File: config.mk
export PLATFORM = sky130hd
export DESIGN_NAME = ifetch_stage
export DESIGN_NICKNAME = d
export VERILOG_FILES = /design/src/rtl/ifetch_stage.sv
export SDC_FILE = /design/constraint.sdc
export NUM_CORES = 1
export LEC_CHECK = 0
export BUFFER_PORTS_ARGS = -buffer_cell sky130_fd_sc_hd__buf_2
export CAP_MARGIN = 20
export CELL_PAD_IN_SITES_DETAIL_PLACEMENT = 1
export CELL_PAD_IN_SITES_GLOBAL_PLACEMENT = 1
export CORE_MARGIN = 4
export CORE_UTILIZATION = 43
export DETAILED_ROUTE_END_ITERATION = 8
export GPL_ROUTABILITY_DRIVEN = 1
export PLACE_DENSITY = 0.86
export SLEW_MARGIN = 20
export SYNTH_ARGS = -nofsm -noshare
export SYNTH_HDL_FRONTEND = slang
export SYNTH_SLANG_ARGS = --single-unit
File: constraint.sdc
create_clock -name clk -period 2.1 [get_ports clk]
set_input_delay 0.42 -clock clk [delete_from_list [all_inputs] [get_ports clk]]
set_output_delay 0.42 -clock clk [all_outputs]
set_load 0.02 [all_outputs]
File: src/rtl/ifetch_stage.sv
// Instruction fetch stage: owns the PC, reads the combinational ROM and buffers
// {pc, ins} pairs in a small FIFO consumed by decode through valid/ready.
module ifetch_stage #(
  parameter logic [31:0] RESET_PC = 32'h0000_0000,
  parameter int          DEPTH    = 2
) (
  input  logic        clk,
  input  logic        rst_n,
  output logic [31:0] imem_addr,
  input  logic [31:0] imem_ins,
  input  logic        redirect_valid,
  input  logic [31:0] redirect_pc,
  output logic        out_valid,
  input  logic        out_ready,
  output logic [31:0] out_ins,
  output logic [31:0] out_pc,
  output logic        misalign_err
);

  localparam int AW = $clog2(DEPTH);
  localparam int CW = AW + 1;

  logic [31:0]   r_pc;
  logic [AW-1:0] r_wptr;
  logic [AW-1:0] r_rptr;
  logic [CW-1:0] r_count;
  logic          r_misalign;
  logic [31:0]   r_mem_pc  [DEPTH];
  logic [31:0]   r_mem_ins [DEPTH];

  logic w_pop;
  logic w_push;

  assign out_valid    = (r_count != '0);
  assign w_pop        = out_valid & out_ready;
  // A full FIFO can still accept a fetch when its head leaves in the same cycle.
  assign w_push       = ~redirect_valid & ((r_count < CW'(DEPTH)) | w_pop);

  assign imem_addr    = r_pc;
  assign out_ins      = r_mem_ins[r_rptr];
  assign out_pc       = r_mem_pc[r_rptr];
  assign misalign_err = r_misalign;

  always_ff @(posedge clk or negedge rst_n) begin
    if (!rst_n) begin
      r_pc       <= RESET_PC;
      r_wptr     <= '0;
      r_rptr     <= '0;
      r_count    <= '0;
      r_misalign <= 1'b0;
      for (int i = 0; i < DEPTH; i++) begin
        r_mem_pc[i]  <= '0;
        r_mem_ins[i] <= '0;
      end
    end else begin
      r_misalign <= redirect_valid & (|redirect_pc[1:0]);
      if (redirect_valid) begin
        // Flush wins over any push/pop; a coincident pop was still handshaken by decode.
        r_pc    <= {redirect_pc[31:2], 2'b00};
        r_wptr  <= '0;
        r_rptr  <= '0;
        r_count <= '0;
      end else begin
        if (w_push) begin
          r_mem_pc[r_wptr]  <= r_pc;
          r_mem_ins[r_wptr] <= imem_ins;
          r_wptr            <= r_wptr + AW'(1);
          r_pc              <= r_pc + 32'd4;
        end
        if (w_pop) begin
          r_rptr <= r_rptr + AW'(1);
        end
        case ({w_push, w_pop})
          2'b10:   r_count <= r_count + CW'(1);
          2'b01:   r_count <= r_count - CW'(1);
          default: r_count <= r_count;
        endcase
      end
    end
  end

endmodule

==> results of run 1 <==
power by group:
part | total [mW] | internal [mW] | switching, mW
Clock | 2.97 | 1.66 | 1.32
Combinational | 2.82 | 1.31 | 1.51
Sequential | 4.16 | 3.74 | 0.417
cell type report:
| cell class | count | area (µm²) | area share [%] |
|---|---|---|---|
| tap | 220 | 275 | 2.92 |
| timing repair buffer | 203 | 1270 | 13.5 |
| multi-input combinational | 395 | 3270 | 34.8 |
| clock buffer | 19 | 433 | 4.60 |
| clock inverter | 13 | 131 | 1.40 |
| inverter | 13 | 48.8 | 0.518 |
| sequential | 159 | 3980 | 42.3 |
metrics by stage:
step / setup TNS (ps) / area (µm²)
2_1_floorplan: 0 / 7480
5_1_grt: -17.8 / 9410
6_report: 0 / 9410
4_1_cts: -8.03 / 9320
3_5_place_dp: 0 / 8730
3_3_place_gp: 0 / 8730
cell usage after synthesis (all sizes together), types with 3 or more instances:
library cell	n	area, µm²
nor3	11	60.1
mux2	175	1970
nand3	18	108
o311ai	5	43.8
nor2	24	90.1
inv	13	48.8
and4	4	36.3
a21oi	4	20.0
nor2b	7	43.8
dfrtp	159	3980
clkbuf	21	98.9
nor4	4	25.0
nand2	40	150
buf	19	105
o31ai	7	52.6
xnor2	7	61.3
o21ai	25	125
or4	5	37.5
nand4	17	106
xor2	3	26.3
a31oi	8	50.1
flip-flops by register name, summed over array words and instances (netlist names):
signal        cells
r_mem_ins        64
r_mem_pc         60
imem_addr        30
r_count           2
misalign_err      1
r_rptr            1
r_wptr            1
logic make-up (layout without fill, tap and decap cells):
group                      Yosys count  in the layout  share of synthesized area [%]
and+or+nand+nor                    142            142                           9.97
muxes                              176            176                           26.5
xor gates and xnor gates            10             10                           1.17
adders and majority gates            1              1                          0.168
buffers and inverters               53            248                           3.39
other                                1              4                         0.0502
AOI/OAI and AO/OA                   62             62                           5.43
DFF                                159            159                           53.3
layout by cell type, fill, tap and decap left out, types with 5 or more instances in the layout:
cell	count
sky130_fd_sc_hd__or4_1	5
sky130_fd_sc_hd__nand2_1	40
sky130_fd_sc_hd__xnor2_1	7
sky130_fd_sc_hd__clkbuf_16	19
sky130_fd_sc_hd__nand4_1	17
sky130_fd_sc_hd__nor2_1	24
sky130_fd_sc_hd__mux2_2	173
sky130_fd_sc_hd__buf_12	7
sky130_fd_sc_hd__nor3_1	10
sky130_fd_sc_hd__o21ai_0	25
sky130_fd_sc_hd__clkinvlp_4	5
sky130_fd_sc_hd__buf_2	160
sky130_fd_sc_hd__dfrtp_1	158
sky130_fd_sc_hd__nand3_1	15
sky130_fd_sc_hd__a31oi_1	8
sky130_fd_sc_hd__inv_1	13
sky130_fd_sc_hd__o31ai_1	7
sky130_fd_sc_hd__buf_4	29
sky130_fd_sc_hd__nor2b_1	7
worst paths after layout:
kind | startpoint | end | slack [ps] | cells past startpoint
min in group asynchronous | rst_n | r_mem_ins[26]$_DFFE_PN0P_ | 520 | 2
setup / recovery | r_rptr$_DFFE_PN0P_ | out_ins[18] | 40 | 4
max in group asynchronous | rst_n | r_rptr$_DFFE_PN0P_ | 830 | 3
setup reg to reg | imem_addr[11]$_DFFE_PN0P_ | imem_addr[25]$_DFFE_PN0P_ | 200 | 5
hold / removal | redirect_pc[21] | imem_addr[21]$_DFFE_PN0P_ | 210 | 3
hold reg to reg | r_mem_pc[18]$_DFFE_PN0P_ | r_mem_pc[18]$_DFFE_PN0P_ | 490 | 2
worst max-delay path: cells and delay by family, from the launching register on:
kind	cells	cell delay, ps
buffers and inverters	3	490
flip-flops	1	370
multiplexers	1	360
what timing repair did:
item,CTS,global route
setup endpoints to repair,3,32
gates cloned,0,3
gates resized for setup,2,4
setup buffers,0,1
pin swaps,0,0
hold endpoints to repair,45,0
hold buffers,1,0
routing by layer:
layer	global-route usage (%)	vias to the layer above
met3	5.28	27
met5	0	-
met2	38.0	174
li1	-	2548
met4	5.46	0
met1	27.4	2913
==> metrics list, run 1 <==
- Wire segments on met3 add up to 1120 µm in the final route.
* Die outline area: 0.0195 mm²
- EDFF count, synth: 0
- Detailed placement ended at an HPWL of 15300 µm.
* Setup WS post-layout: 35.3 ps
- Once placement completed, the tool counted placed cells totaling 985.
- Remaining Overflow, GRT: 0
- TritonCTS built the clock tree.
- Number of maximum-capacitance violations: 0
- The number of antenna diodes in the final layout is 0.
- Share of the clock period used by the worst path after layout: 98.3%
- Total length of routed met2 wires: 11300 µm
- Number of H-tree branching levels: 4
- Number of instances in the synthesized netlist: 604
- The critical path goes through buf_12 -> clkbuf_16 -> mux2_2 -> buf_2.
* Fill cell total of the finished layout: 1793
- On the final layout, the worst hold slack is 214 ps.
- In the final layout, the share of cells above drive strength 1 is 52.0%.
- The via count of the first global-routing pass came to 6302.
- The detailed router put a total of 9320 µm of wire on met1.
* Avg Cell Area, Syn: 12.4 µm²
- Layout Cells excl Fill: 1022
- CTS clk-pin slew, worst paths: 60 ps
- Maximum count of clock buffers along a single path: 2
- Result of the run: completed
* Highest Clock Rate: 0.484 GHz
* CP max-delay cell: sky130_fd_sc_hd__dfrtp_2
- Final core utilization: 56.0%
* VDD IR-drop max: 0.614 mV
- Max incr delay on CP: 370 ps
- Wire length of the first global-routing pass: 34400 µm
- The hold violation count in the final report was 0.
- For this design, the sink count on the clock tree is 159.
- The initial antenna violation count was 0.
- In this run the top signal layer used is met4.
- The net count of the finished layout is 858.
- Counting flops and latches in the post-synthesis netlist gives 159.
- In this run the standard cell core region covers 0.0168 mm².
- For this block, the routed nets add up to 22000 µm of wire.
- During I/O placement, the number of pins put on the boundary was 166.
- The design draws 9.95 mW.
- The mapped netlist covers 0.00747 mm².
* Clock latency on the worst-skew pair: 420 ps
* Worst min-delay path class: input port to flop
- Area overhead of the layout relative to synthesis: 26.1%
* Warnings from Yosys: 0
- Slew Limit Headroom: 62.6%
- During placement, the flow inserted port buffers numbering 161.
* Max Fanout on Critical Path: 9
* Cell area power density: 1060 mW/mm²
- The max-slew violation total from the final report came to 0.
* Library cells used by synthesis: 52
- TritonRoute pass-1 iters: 4
* Static leakage: 4.16 nW
- At the pin with the least slew margin, the transition time is 557 ps.
- Detailed routing inserted a total of 5662 vias.
- Pin count of the biggest net entering global routing: 52
* Worst Setup End Kind: primary output
- Post-detailed-route count of antenna-violating nets: 0
- Critical Path RT: 1680 ps
- After detailed routing, the number of vias per cell comes to 5.54.
* Pre-CTS WS: 190 ps
- Vertical extent of the die: 140 µm
- At the worst endpoint, the arrival time is 1640 ps.
- Detailed-route wire length per cell: 21.6 µm
* Placer Congestion: 0.857
- For this run, the leading register cell type out of synthesis is sky130_fd_sc_hd__dfrtp_1.
- For the final database, setup skew stands at 11.2 ps.
- Inserted Clock Buffers: 17
* Critical path class: flop to primary output
- Final critical delay including setup and external delays: 2060 ps
* Crit path launch type: flop
* Starting density of the core: 44.4%
* Placement Rows: 47
- CTS Root Cell: sky130_fd_sc_hd__clkbuf_16
* Register area share after synthesis: 53.3%
- Async SR Flop Fraction: 100%
* Final setup violating endpoints: 0
- Global routing used 21.8% of the available tracks.
- The first routing iteration left 319 violations.
- Die outline width: 140 µm
- For this run, design rule violations remaining after detail routing come to 0.
No activity file was read; power rests on OpenSTA's default activity.
==> inputs of run 2 (changes only) <==
--- a/config.mk
+++ b/config.mk
@@ -6,14 +6,14 @@
 export NUM_CORES = 1
 export LEC_CHECK = 0
 export BUFFER_PORTS_ARGS = -buffer_cell sky130_fd_sc_hd__buf_2
-export CAP_MARGIN = 20
 export CELL_PAD_IN_SITES_DETAIL_PLACEMENT = 1
 export CELL_PAD_IN_SITES_GLOBAL_PLACEMENT = 1
 export CORE_MARGIN = 4
 export CORE_UTILIZATION = 43
 export DETAILED_ROUTE_END_ITERATION = 8
 export GPL_ROUTABILITY_DRIVEN = 1
-export PLACE_DENSITY = 0.86
+export PLACE_DENSITY = 0.78
+export RECOVER_POWER = 100
 export SLEW_MARGIN = 20
 export SYNTH_ARGS = -nofsm -noshare
 export SYNTH_HDL_FRONTEND = slang
==> metrics list, run 2 (synthesis gave the netlist of run 1 again) <==
- The worst clock skew came to 9.02 ps (-2.17 ps).
- Cell area power density: 1090 mW/mm² (+3.0%)
* Critical path class: flop to primary output
* Overall power consumption: 10.5 mW (+5.4%)
- Detail Placement HPWL: 14200 µm (-7.3%)
- The number of standard-cell rows in the floorplan is 47 (unchanged).
- Static leakage: 4.22 nW (+1.6%)
* Placer Congestion: 0.833 (-2.7%)
- The aggregate global routing overflow was 0 (unchanged).
- The switching power share of the total is 30.8% (-1.8 points).
- Pint: 7.26 mW (+8.2%)
- Fraction of final layout cells with drive strength greater than 1: 47.2% (-4.8 points)
* Detail-routed via count per cell: 5.54 (about the same)
- The minimum setup slack among reg-to-reg paths was 80 ps (-120 ps).
* Flip-flop count of the largest register after layout: 64 (unchanged)
- The slew at the pin with the worst max-slew slack came to 1140 ps (+579 ps).
* Pin count of the biggest net entering global routing: 63 (+21%)
- The total number of vias is 5639 (-0.41%).
* CTS tree: yes
* Count of pins on the block boundary: 166 (unchanged)
* Wire length after detailed routing: 21900 µm (-0.77%)
- Share of the clock period used by the worst path after layout: 99.2% (+0.92 points)
- Initial DRC Count: 358 (+12%)
- Compared with the post-synthesis result, the final layout area differs by 29.0%.
- The top cell types in the final layout, fill and taps aside, are 158 x sky130_fd_sc_hd__dfrtp_1, 145 x sky130_fd_sc_hd__mux2_2, 96 x sky130_fd_sc_hd__buf_2.
- Cells along the critical path: buf_12 -> clkbuf_16 -> mux2_4 -> buf_6
- The die outline width is 140 µm (unchanged).
* Clk pwr share: 30.5% (+0.6 points)
- The flow ran to the end, and the final reports show no timing, DRC or antenna violations.
- I/O Buffers: 161 (unchanged)
* Register with the highest flop count: r_mem_ins
- The initial core utilization was 44.4% (unchanged).
- Sequential cell area: 0.00398 mm² (unchanged)
- The tightest slew margin relative to the limit came to 24.2% (-38 points).
- The min-delay analysis places its worst path in the category input port to flop.
* CP max-delay cell: sky130_fd_sc_hd__dfrtp_2
- The combinational group share of total power came to 29.9% (+1.5 points).
- The number of buffer and inverter instances along the worst setup path came to 3 (unchanged).
- The insertion delay of the later-clocked pin in the worst-skew pair was 420 ps (about the same).
- Post-route DRC violation count: 0 (unchanged)
* Initial antenna violation count: 0 (unchanged)
* Power share of the sequential group: 39.6% (-2.2 points)
* Final max-slew violation count: 0 (unchanged)
- The die footprint is 0.0195 mm² (unchanged).
* VDD IR-drop max: 0.583 mV (-5.1%)
- The count of maximum capacitance violations was 0 (unchanged).
- The final net count was 854 (-0.47%).
- Number of global-route vias before repair: 6411 (+1.7%)
* Final setup violating endpoints: 0 (unchanged)
- CTS clk-pin slew, worst paths: 60 ps (about the same)
- Critical Path RT: 1680 ps (about the same)
- The global-route wire length before repair came to 34500 µm (+0.42%).
- The CTS buffer count is 17 (unchanged).
- Setup repair after global routing could not meet its margin everywhere.
- The CTS H-tree depth was 4 (unchanged).
- The maximum net fanout on the critical path came to 7 (-2).
* Max incr delay on CP: 450 ps (+80 ps)
- TritonRoute pass-1 iters: 4 (unchanged)
- The total track usage was 22.1% (+0.21 points).
- STA classifies the critical path startpoint as a flop.
- Hold WS: 216 ps (+1.03 ps)
- The library cell used most frequently in the layout, excluding fill and tap cells, is sky130_fd_sc_hd__dfrtp_1.
* Highest Clock Rate: 0.480 GHz (-0.93%)
- The minimum clock period after layout was 2080 ps (+19.3 ps).
- Cell family with the largest share of critical-path delay: buffers and inverters
- The wire length per cell after detailed routing came to 21.5 µm (-0.38%).
- CTS Root Cell: sky130_fd_sc_hd__clkbuf_16
* Core ar.: 0.0168 mm² (unchanged)
* Final hold violation count: 0 (unchanged)
- The switching power of the nets came to 3.23 mW (-0.34%).
* Worst Setup End Kind: primary output
- The number of antenna diodes came to 0 (unchanged).
* Post-detailed-route count of antenna-violating nets: 0 (unchanged)
* Vertical extent of the die: 140 µm (unchanged)
* CP Data Arrival Time: 1660 ps (+20 ps)
- The number of sinks driven by the clock tree came to 159 (unchanged).
- Area used by multi-input combinational logic: 0.00336 mm² (+2.8%)
* Fill cell total of the finished layout: 1767 (-1.5%)
* Maximum count of clock buffers along a single path: 2 (unchanged)
[run 2: per-layer routing]
layer	global-route usage, %	part of all wire (%)	wire [µm]	vias to the layer above
li1	-	-	-	2546
met1	28.2	43	9430	2893
met2	37.6	50	10900	172
met3	5.18	5.2	1130	28
met4	6.32	2.0	436	0
met5	0	0	0	-
[run 2: area by class of cell]
cell class	count	area share (%)
Tap cell	220	2.86
Clock inverter	13	1.69
Sequential cell	159	41.3
Multi-Input combinational cell	395	34.9
Timing Repair Buffer	199	14.0
Inverter	13	0.507
Clock buffer	19	4.70
[run 2: stage by stage]
stage                     TNS, ps  utilization (%)  cells  setup WS [ps]  instance area (µm²)
after detailed placement        0             51.6    979           61.0                 8680
after CTS                    -467             56.5   1016          -35.1                 9510
after global placement          0             51.6    979            218                 8680
final                           0             57.3   1018           16.0                 9630
after floorplan                 0                -    607            148                 7480
after global routing         -704             57.3   1018          -29.5                 9630
[run 2: tightest hold or removal path, delay by kind of cell]
kind          cells  cell delay (ps)
simple gates      2              100
buf+inv           1               80
[run 2: power by group through the flow]
stage / combinational, mW / clock, mW / sequential, mW
after floorplan: 1.77 / 0 / 4.14
after CTS: 2.94 / 3.26 / 4.14
after detailed placement: 2.73 / 0 / 4.18
final: 3.14 / 3.20 / 4.15
after global routing: 3.37 / 3.40 / 4.24
after global placement: 2.64 / 0 / 4.10
[run 2: repair_timing]
action                     4_1_cts  5_1_grt
gates cloned                     3        1
setup endpoints to repair       64       50
hold buffers                     1        0
gates resized for setup         34       63
pin swaps                        0        0
hold endpoints to repair        21        0
buffers inserted                 1        1
[run 2: worst paths after layout]
check | cells past startpoint | from | to
worst max-delay path | 4 | r_rptr$_DFFE_PN0P_ | out_ins[2]
worst min-delay path | 3 | redirect_pc[0] | misalign_err$_DFF_PN0_
worst max register to register | 5 | r_count[1]$_DFFE_PN0P_ | r_mem_ins[38]$_DFFE_PN0P_
worst min register to register | 2 | r_mem_pc[9]$_DFFE_PN0P_ | r_mem_pc[9]$_DFFE_PN0P_
max in group asynchronous | 3 | rst_n | r_rptr$_DFFE_PN0P_
min in group asynchronous | 2 | rst_n | r_mem_ins[58]$_DFFE_PN0P_
==> inputs of run 3 (changes only) <==
--- a/config.mk
+++ b/config.mk
@@ -9,10 +9,10 @@
 export CELL_PAD_IN_SITES_DETAIL_PLACEMENT = 1
 export CELL_PAD_IN_SITES_GLOBAL_PLACEMENT = 1
 export CORE_MARGIN = 4
-export CORE_UTILIZATION = 43
+export CORE_UTILIZATION = 45
 export DETAILED_ROUTE_END_ITERATION = 8
 export GPL_ROUTABILITY_DRIVEN = 1
-export PLACE_DENSITY = 0.78
+export PLACE_DENSITY = 0.81
 export RECOVER_POWER = 100
 export SLEW_MARGIN = 20
 export SYNTH_ARGS = -nofsm -noshare
==> constraint.sdc (replaced) <==
create_clock -name clk -period 2.6 [get_ports clk]
set_input_delay 0.52 -clock clk [delete_from_list [all_inputs] [get_ports clk]]
set_output_delay 0.52 -clock clk [all_outputs]
set_load 0.02 [all_outputs]
==> metrics list, run 3 (synthesis gave the netlist of run 1 again) <==
- Static leakage: 3.79 nW (-10%)
* Power share of the sequential group: 41.7% (+2.1 points)
- Vertical extent of the die: 137 µm (-2.1%)
- The die outline width is 137 µm (-2.1%).
- Post-route DRC violation count: 0 (unchanged)
* Pre-CTS WS: 472 ps (+411 ps)
- Hold WS: 308 ps (+92.7 ps)
- CTS tree: yes
* Count of pins on the block boundary: 166 (unchanged)
* Total number of clock tree sinks: 159 (unchanged)
- The final net count was 832 (-2.6%).
- The area used by sequential logic in the layout came to 0.00398 mm² (unchanged).
* Initial DRC Count: 281 (-22%)
- The insertion delay of the later-clocked pin in the worst-skew pair is 420 ps (about the same).
- The CTS buffer count is 17 (unchanged).
- The max-slew violation total from the final report was 0 (unchanged).
- The hold violation count in the final report came to 0 (unchanged).
- Top library cells by usage in the layout, fill and taps aside: 173 x sky130_fd_sc_hd__mux2_2, 158 x sky130_fd_sc_hd__dfrtp_1, 85 x sky130_fd_sc_hd__clkbuf_1
- Worst-case clock skew: 6.92 ps (-2.10 ps)
* Worst-Margin Slew: 1290 ps (+151 ps)
- The setup slack after layout is 151 ps (+135 ps).
- Die outline area: 0.0187 mm² (-4.2%)
* Initial antenna violation count: 1 (+1)
- Placer Congestion: 0.834 (+0.11%)
- The wire length per cell after detailed routing was 20.4 µm (-5.0%).
- The flow ran to the end, and the final reports show no timing, DRC or antenna violations.
- Leaving out fill and tap cells, the most frequent cell in the layout is sky130_fd_sc_hd__mux2_2.
- The aggregate global routing overflow is 0 (unchanged).
- Critical Path RT: 2890 ps (+1210 ps)
- The core region area came to 0.0161 mm² (-4.5%).
* Final setup violating endpoints: 0 (unchanged)
- The power density of the placed cells was 902 mW/mm² (-17%).
- CP Data Arrival Time: 2740 ps (+1080 ps)
- The accumulated negative setup slack is 0 ps (unchanged).
- STA classifies the critical path endpoint as a flop.
* TritonRoute pass-1 iters: 5 (+1)
* Fraction of final layout cells with drive strength greater than 1: 38.9% (-8.3 points)
- The total number of vias is 5489 (-2.7%).
- The number of buffer and inverter instances along the worst setup path came to 2 (-1).
- The initial core utilization is 46.5% (+2.1 points).
* CP max-delay cell: sky130_fd_sc_hd__clkbuf_2
- In this run the clock root is driven by a sky130_fd_sc_hd__clkbuf_16.
* CTS clk-pin slew, worst paths: 60 ps (about the same)
- The count of input and output buffers came to 161 (unchanged).
* Highest Clock Rate: 0.408 GHz
- Sw power: 2.45 mW (-24%)
- Broken down by cell family, the worst path's largest delay share belongs to buffers and inverters.
* Share of total power consumed by net switching: 30.2% (-0.59 points)
* Max incr delay on CP: 830 ps (+380 ps)
- The CTS H-tree depth is 4 (unchanged).
- Setup repair after global routing left no endpoint under its margin.
- The smallest clock period supported by the final layout is computed as 2450 ps.
- Pint: 5.66 mW (-22%)
- Quantity of gates resized following cts: 0 (-100%)
* Number of global-route vias before repair: 6104 (-4.8%)
- Placement Cell Area: 0.00858 mm² (-1.1%)
- The flip-flop count of the largest register after layout is 64 (unchanged).
- The tightest slew margin relative to the limit came to 14.2% (-10 points).
- The largest net degree at the start of global routing is 57 (-9.5%).
- The post-detailed-routing wire length came to 20200 µm (-7.7%).
- The maximum net fanout on the critical path was 35 (+28).
- Part of the power in combinational logic: 25.2% (-4.7 points)
* Total Routing Usage GR: 22.3% (+0.24 points)
- The area growth from synthesis to layout is 20.4%.
- The count of maximum capacitance violations was 0 (unchanged).
- Fill cell total of the finished layout: 1749 (-1.0%)
* Placement Rows: 46 (-2.1%)
- Maximum count of clock buffers along a single path: 2 (unchanged)
- N_diodes: 0 (unchanged)
- Post-detailed-route count of antenna-violating nets: 0 (unchanged)
* Detail-routed via count per cell: 5.55 (+0.19%)
* Clk pwr share: 33.1% (+2.6 points)
- Overall power consumption: 8.11 mW (-23%)
- Worst min-delay path class: input port to flop
- Hold-fix buffers at CTS: 0 (-1)
* Register with the highest flop count: r_mem_ins
* VDD IR-drop max: 0.546 mV (-6.3%)
* Crit path launch type: flop
* Area used by multi-input combinational logic: 0.00324 mm² (-3.7%)
* Share of the clock period used by the worst path after layout: 94.2%
- The cell area after layout is 0.00899 mm² (-6.7%).
- Wire length of the first global-routing pass: 32200 µm (-6.6%)
- Detail Placement HPWL: 13900 µm (-1.9%)
* Critical path class: flop to flop
- Setup Fix Bufs, Post-CTS: 0 (-1)
- The critical path goes through nor2b_1 -> clkbuf_1 -> nor3_1 -> clkbuf_2 -> mux2_1.
## run 3: layout make-up
type	instances	share of cell area (%)
clock buffers	22	5.16
inverters	13	0.543
clock inverters	7	1.78
flip-flops and latches	159	44.3
repair buffers	177	9.21
well taps	216	3.01
multi-input cells	395	36.0
## run 3: path summary, 6_finish.rpt
kind                       cells past startpoint                startpoint  slack, ps                        end
min in group asynchronous                      1                     rst_n        370  r_mem_ins[28]$_DFFE_PN0P_
max                                            5    r_count[1]$_DFFE_PN0P_        150  r_mem_ins[42]$_DFFE_PN0P_
max in group asynchronous                      2                     rst_n        630         r_rptr$_DFFE_PN0P_
min                                            3            redirect_pc[2]        310   imem_addr[2]$_DFFE_PN0P_
max reg2reg                                    5    r_count[1]$_DFFE_PN0P_        150  r_mem_ins[42]$_DFFE_PN0P_
min reg2reg                                    2  r_mem_pc[30]$_DFFE_PN0P_        490   r_mem_pc[30]$_DFFE_PN0P_
## run 3: worst reg2reg max path, cell delays in order, from the launching register on
cell,delay (ps)
sky130_fd_sc_hd__dfrtp_1,410
sky130_fd_sc_hd__nor2b_1,140
sky130_fd_sc_hd__clkbuf_1,210
sky130_fd_sc_hd__nor3_1,270
sky130_fd_sc_hd__clkbuf_2,830
sky130_fd_sc_hd__mux2_1,450
## run 3: power groups by stage
stage | combinational [mW] | clock, mW | sequential [mW]
6_report | 2.04 | 2.69 | 3.38
5_1_grt | 2.21 | 2.86 | 3.45
4_1_cts | 2.17 | 2.73 | 3.38
3_5_place_dp | 2.15 | 0 | 3.41
3_3_place_gp | 2.08 | 0 | 3.35
2_1_floorplan | 1.43 | 0 | 3.34
## run 3: through the flow
stage / util, % / std cells
finish: 56.0 / 989
global route: 56.0 / 989
CTS: 57.3 / 989
detailed placement: 53.5 / 960
global placement: 53.5 / 960
floorplan: - / 607
## run 3: layer usage
| layer | vias up | track usage, % | part of all wire [%] |
|---|---|---|---|
| li1 | 2498 | - | - |
| met1 | 2819 | 27.9 | 43 |
| met2 | 147 | 38.0 | 51 |
| met3 | 23 | 5.04 | 5.5 |
| met4 | 2 | 8.04 | 1.2 |
| met5 | - | 0 | 0.089 |
